### src/rtl/tt_mux_ctrl.sv
// Select/reset controller that time-multiplexes one shared pin set across NUM_PROJ project wrappers.
// Optional macro TT_MUX_CTRL_OWREG_EN registers the selected output word (one clk of latency).
module tt_mux_ctrl #(
  parameter int NUM_PROJ   = 4,
  parameter int ADDR_W     = 2,
  parameter int RST_CYCLES = 8
) (
  input  logic                     clk,
  input  logic                     rst,
  input  logic                     sel_rst,
  input  logic                     sel_inc,
  input  logic                     sel_go,
  input  logic [7:0]               ui_in,
  input  logic [7:0]               uio_in,
  input  logic                     proj_clk,
  input  logic [NUM_PROJ*24-1:0]   ow_bus,
  output logic [17:0]              iw,
  output logic [NUM_PROJ-1:0]      ena,
  output logic [23:0]              ow,
  output logic [ADDR_W-1:0]        addr,
  output logic [1:0]               state,
  output logic                     busy
);

  localparam logic [1:0]        S_IDLE    = 2'd0;
  localparam logic [1:0]        S_RESET   = 2'd1;
  localparam logic [1:0]        S_RUN     = 2'd2;
  localparam logic [7:0]        CNT_LOAD  = 8'(RST_CYCLES - 1);
  localparam logic [ADDR_W-1:0] ADDR_LAST = ADDR_W'(NUM_PROJ - 1);

  logic [1:0]          r_state, w_state_nxt;
  logic [ADDR_W-1:0]   r_addr, w_addr_nxt;
  logic [7:0]          r_cnt, w_cnt_nxt;
  logic [NUM_PROJ-1:0] r_ena, w_ena_nxt;
  logic                r_rstn, w_rstn_nxt;
  logic                r_busy, w_busy_nxt;
  logic [17:0]         w_iw;
  logic [23:0]         w_ow_sel;
  logic                w_active;

  // State register; the registered outputs are loaded from next-state values so they
  // line up with r_state in the same cycle.
  always_ff @(posedge clk) begin
    if (rst) begin
      r_state <= S_IDLE;
      r_addr  <= '0;
      r_cnt   <= '0;
      r_ena   <= '0;
      r_rstn  <= 1'b0;
      r_busy  <= 1'b0;
    end else begin
      r_state <= w_state_nxt;
      r_addr  <= w_addr_nxt;
      r_cnt   <= w_cnt_nxt;
      r_ena   <= w_ena_nxt;
      r_rstn  <= w_rstn_nxt;
      r_busy  <= w_busy_nxt;
    end
  end

  // Next-state: sel_rst overrides sel_inc, which overrides sel_go and the normal flow.
  always_comb begin
    w_state_nxt = r_state;
    w_addr_nxt  = r_addr;
    w_cnt_nxt   = r_cnt;
    case (r_state)
      S_IDLE: begin
        if (sel_go) begin
          w_state_nxt = S_RESET;
          w_cnt_nxt   = CNT_LOAD;
        end
      end
      S_RESET: begin
        if (r_cnt == 8'd0) w_state_nxt = S_RUN;
        else               w_cnt_nxt   = r_cnt - 8'd1;
      end
      S_RUN:   w_state_nxt = S_RUN;
      default: w_state_nxt = S_IDLE;
    endcase
    if (sel_inc) begin
      w_state_nxt = S_RESET;
      w_addr_nxt  = (r_addr == ADDR_LAST) ? '0 : r_addr + 1'b1;
      w_cnt_nxt   = CNT_LOAD;
    end
    if (sel_rst) begin
      w_state_nxt = S_IDLE;
      w_addr_nxt  = '0;
      w_cnt_nxt   = '0;
    end
  end

  // Output decode from next state; ena is decoded from a single address so it is one-hot by construction.
  always_comb begin
    w_ena_nxt  = '0;
    w_rstn_nxt = (w_state_nxt == S_RUN);
    w_busy_nxt = (w_state_nxt == S_RESET);
    if (w_state_nxt == S_RESET || w_state_nxt == S_RUN) begin
      for (int k = 0; k < NUM_PROJ; k++) begin
        if (w_addr_nxt == ADDR_W'(k)) w_ena_nxt[k] = 1'b1;
      end
    end
  end

  assign w_active = (r_state == S_RESET) || (r_state == S_RUN);

  // Shared buses gated by the registered state; only the addressed slice is ever muxed to ow.
  always_comb begin
    w_iw     = '0;
    w_ow_sel = '0;
    w_iw[1]  = r_rstn;
    if (w_active) begin
      w_iw[0] = proj_clk;
      for (int k = 0; k < NUM_PROJ; k++) begin
        if (r_addr == ADDR_W'(k)) w_ow_sel = ow_bus[24*k +: 24];
      end
    end
    if (r_state == S_RUN) w_iw[17:2] = {uio_in, ui_in};
  end

`ifdef TT_MUX_CTRL_OWREG_EN
  logic [23:0] r_ow;

  always_ff @(posedge clk) begin
    if (rst) r_ow <= '0;
    else     r_ow <= w_ow_sel;
  end

  assign ow = r_ow;
`else
  assign ow = w_ow_sel;
`endif

  assign iw    = w_iw;
  assign ena   = r_ena;
  assign addr  = r_addr;
  assign state = r_state;
  assign busy  = r_busy;

endmodule

### config.mk
export PLATFORM = sky130hd
export DESIGN_NAME = tt_mux_ctrl
export DESIGN_NICKNAME = d
export VERILOG_FILES = /design/src/rtl/tt_mux_ctrl.sv
export SDC_FILE = /design/constraint.sdc
export NUM_CORES = 1
export LEC_CHECK = 0
export ABC_AREA = 0
export CORE_AREA = 2 2 77 79
export DETAILED_ROUTE_END_ITERATION = 8
export DIE_AREA = 0 0 79 81
export PLACE_DENSITY = 0.93
export REMOVE_ABC_BUFFERS = 1
export SLEW_MARGIN = 20
export SYNTH_ARGS = -nofsm -noshare
export SYNTH_HDL_FRONTEND = slang
export SYNTH_SLANG_ARGS = --single-unit
### constraint.sdc
create_clock -name clk -period 3.7 [get_ports clk]
set_input_delay 0.74 -clock clk [delete_from_list [all_inputs] [get_ports clk]]
set_output_delay 0.74 -clock clk [all_outputs]
set_load 0.05 [all_outputs]
After elaboration in Yosys (flattened, before gate mapping)
Cells that the tools add are included.

storage, ports and cells
  flip-flop bits (word level) = 18
  input bits = 118

operators by class
  equal/unequal tests = 14
  $add $sub $neg = 2
  muxes and demuxes = 23
  reductions and logical operators = 13
  bitwise operators = 1

operators by type and width
  kind                   number
  $mux W24               5
  $mux W16               1
  $mux W8                2
  $pmux W8 S2            1
  $mux W2                7
  $eq A2 B2 Y1 const B   6
  $eq A2 B1 Y1 const B   4
  $logic_not A8 Y1       1
  $sub A8 B1 Y8 const B  1
  $logic_not A2 Y1       3
  $ne A3 B3 Y1 const B   2
  $pmux W2 S3            1
  $reduce_and A3 Y1      2
  $mux W1                5
  $ne A2 B2 Y1 const B   2
  $reduce_or A2 Y1       2
  $mux W3                1
  $reduce_bool A3 Y1     1
  $reduce_or A3 Y1       1
  $add A2 B1 Y2 const B  1
  $logic_or A1 B1 Y1     2
  $reduce_bool A2 Y1     1
  $not A1 Y1             1

Depth between registers and ports, before layout
  depth in word-level cells = 9
  gate-level depth with buffers = 10

Least setup slack after synthesis
OpenSTA, ideal clock, no wires.

  kind = register -> output
  from = register r_addr[0], in the netlist addr[0]
  to = output ow[16]
  stages on the path, launching flop included = 8
  arrival time = 2.778 ns
  path slack = 0.182 ns
  buffers on the path = 2
  data required time = 2.960 ns
  cells stage by stage = dfxtp_1 -> ha_1 -> clkbuf_1 -> clkbuf_1 -> nand2_1 -> a21oi_1 -> a21oi_1 -> o21ai_0

between the ends
  word-level cells in the longest chain between the ends = 6

RTL lines
  element                 RTL line  source
  start, declared         32        logic [ADDR_W-1:0] r_addr, w_addr_nxt;
  start signal, assigned  53        r_addr <= w_addr_nxt;
  $logic_not A2 Y1        114       if (r_addr == ADDR_W'(k)) w_ow_sel = ow_bus[24*k +: 24];
  $mux W24 (3 in a row)   114
  $mux W24 *              114
  $mux W24 *              111       if (w_active) begin
  end, declared           19        output logic [23:0] ow,

Mark *: on every way between the ends. The rest lies on a longest branch, timed or not.

Worst setup path after layout
  from = register r_state[1], in the netlist state[1]
  to = output ow[21]

between the ends
  word-level cells in the longest chain between the ends = 3

RTL lines
  element                                              RTL line  source
  start, declared                                      31        logic [1:0] r_state, w_state_nxt;
  start signal, assigned                               52        r_state <= w_state_nxt;
  $eq A2 B1 Y1 / $eq A2 B2 Y1 (equally long branches)  104       assign w_active = (r_state == S_RESET) || (r_state == S_RUN);
  $logic_or A1 B1 Y1 *                                 104
  $mux W24 *                                           111

Marks and branches as above.

==> qor.txt <==
Clock transition at path regs = 0.07 ns
Die height = 81 um
Met2 wire length = 4020 um
CP Class = flip-flop to output port
Crit start category = flip-flop
Die span in x = 79 um
Final Power = 0.000730 W
First-pass GRT wire length = 10700 um
Peak VDD IR = 0.212 mV
Commonest non-fill, non-tap cell in the layout = clkdlybuf4s50_1
Synth area leaders = dfxtp_1 19%, a21oi_1 14%, nand2_1 11%
Number of global-route vias before repair = 2194
Syn_area_per_cell = 6.45 um^2
H-tree depth = 1
CTS Buf Count = 3
Post CTS Setup Buffer Count = 0
Diode count = 0
Worst hold path class = flip-flop to flip-flop
Port Buf Inserts = 168
Pwr per Cell Area = 200 mW/mm^2
Post-synth top area share = 18.8%
Synthesized cell area = 0.00192 mm^2
CTS resizes = 0
Critical Path Sink Type = output port
Max Clock Skew = 0.00607 ns
GRT Overall Usage = 20.3%
Final std cells w/o fill = 526
EDFF count, synth = 0
Vias per inst = 5.02
Gpl congestion = 0.799
DR vias = 2640
Clk_lat worst skew = 0.26 ns
Maximum clock frequency = 326 MHz
CTS Hold Bufs = 0
Commonest non-fill, non-tap cells in the layout = 144 x clkdlybuf4s50_1, 54 x nand2_1, 53 x a21oi_1, 28 x buf_4, 27 x o21ai_0
Starting DRT DRC Count = 67
Max Cap Viol = 0
Synth area leader = dfxtp_1
Num rows = 28
Final hold violations = 0
Final WL = 7500 um
Clock buffer depth = 2
Clk sinks = 18
Period minus WS final = 3.06 ns
Worst slew margin relative to its limit = 51.0%
Setup violators final = 0
NumNets Final = 582
Worst Path Max Fanout = 15
Yosys cell types = 36
CP arrival = 2.32 ns
WL met3 = 466 um
Worst slew pin tran = 0.729 ns
Fin. max-slew vios = 0
Die area = 0.00640 mm^2
Yosys reg bits = 18
Hold path cells = 2
Initial Util = 33.8%
Root buf cell = clkbuf_8
Placed insts = 522
Metal-1 WL = 2950 um
Sum Neg Setup Slack = 0 ns
DP HPWL = 6060 um
Static leakage = 1.42 nW
DRC = 0
Largest net degree at the start of global routing = 32
Initial antenna violation count = 0
Core Footprint = 0.00568 mm^2
Register area share after synthesis = 18.8%
Top-Level Pins = 169
RSZ-0062 raised after global routing = no
Top sig layer = met4
Post-synthesis async set-or-reset flop share = 0%
Required @ worst endpoint = 2.96 ns
Period utilization = 82.8%
Area delta synth->final = 90.1%
Status = complete, no violations
Share of layout cells above drive strength 1 = 8.20%
TritonCTS clock tree = done
Drt wl/cell = 14.3 um
Synth Flop Type = dfxtp_1
Antenna viol nets, final = 0
1st-pass router iterations = 4
Cells on worst reg2reg path = 6
GR Overflow Total = 0
Synth Instances = 297
Yosys warning total = 0
-- critical path, stage by stage (launching register included) --
cell and delay [ns]:
dfxtp_1 0.43, inv_1 0.09, ha_1 0.37, and2_1 0.51, buf_4 0.27, nand2_1 0.06
o21ai_0 0.09, buf_4 0.24
-- per-stage QoR --
step | utilization (%) | area (um^2) | setup WS, ns | hold slack (ns)
floorplan | - | 1820 | -0.00871 | 0.462
global placement | 63.2 | 3590 | 0.839 | 0.478
detailed placement | 63.2 | 3590 | 0.814 | 0.505
CTS | 64.2 | 3640 | 0.619 | 0.516
global route | 64.2 | 3640 | 0.473 | 0.557
finish | 64.2 | 3640 | 0.637 | 0.510
-- state kept, by name (all words and copies together), names as in the netlist --
signal	count
r_cnt	8
ena	4
addr	2
state	2
busy	1
r_rstn	1
-- worst paths after layout --
| check | start | end | slack (ns) |
|---|---|---|---|
| worst max-delay path | state[1] | ow[21] | 0.64 |
| worst min-delay path | r_cnt[7] | r_cnt[7] | 0.51 |
| worst max register to register | r_cnt[2] | ena[1] | 1.18 |
| worst min register to register | r_cnt[7] | r_cnt[7] | 0.51 |
-- cell families after synthesis --
logic type	synth area share, %
flip-flops	18.8
AO/OA/AOI/OAI	24.7
buffers and inverters	6.66
XOR/XNOR	0.457
multiplexers	1.63
adder cells (fa/ha/maj)	7.84
AND/OR/NAND/NOR	39.9
-- synthesized netlist by cell type (2+ instances only) --
library cell,n
a21oi_1,53
o21ai_0,27
nand2_1,54
nand3b_1,24
o31a_1,2
nand4_1,2
ha_1,12
nor3_1,4
and2_1,18
buf_4,2
and3b_1,2
nor4_1,7
nand3_1,2
mux2i_1,2
or4_1,4
dfxtp_1,18
nor2b_1,3
inv_1,9
or3_1,3
clkbuf_1,20
or2_2,2
nor2_1,13
-- final cells by class --
| cell class | count | area, um^2 |
|---|---|---|
| Fill cell | 488 | 2030 |
| Timing Repair Buffer | 173 | 1670 |
| Multi-Input combinational cell | 247 | 1430 |
| Sequential cell | 18 | 360 |
| Tap cell | 75 | 93.8 |
| Clock buffer | 4 | 55.1 |
| Inverter | 9 | 33.8 |
-- metal layers --
metal  vias to the layer above  GRT usage [%]
li1                       1345              -
met1                      1201           25.1
met2                        85           37.7
met3                         9           3.78
met4                         0           2.41
met5                         -              0
-- where the power goes --
part	switching [W]	leakage (nW)	internal (W)
registers	0.00000695	0.147	0.000200
logic	0.000169	1.24	0.000190
clock network	0.0000687	0.0288	0.0000947
Power figures use the tool's default switching activity.
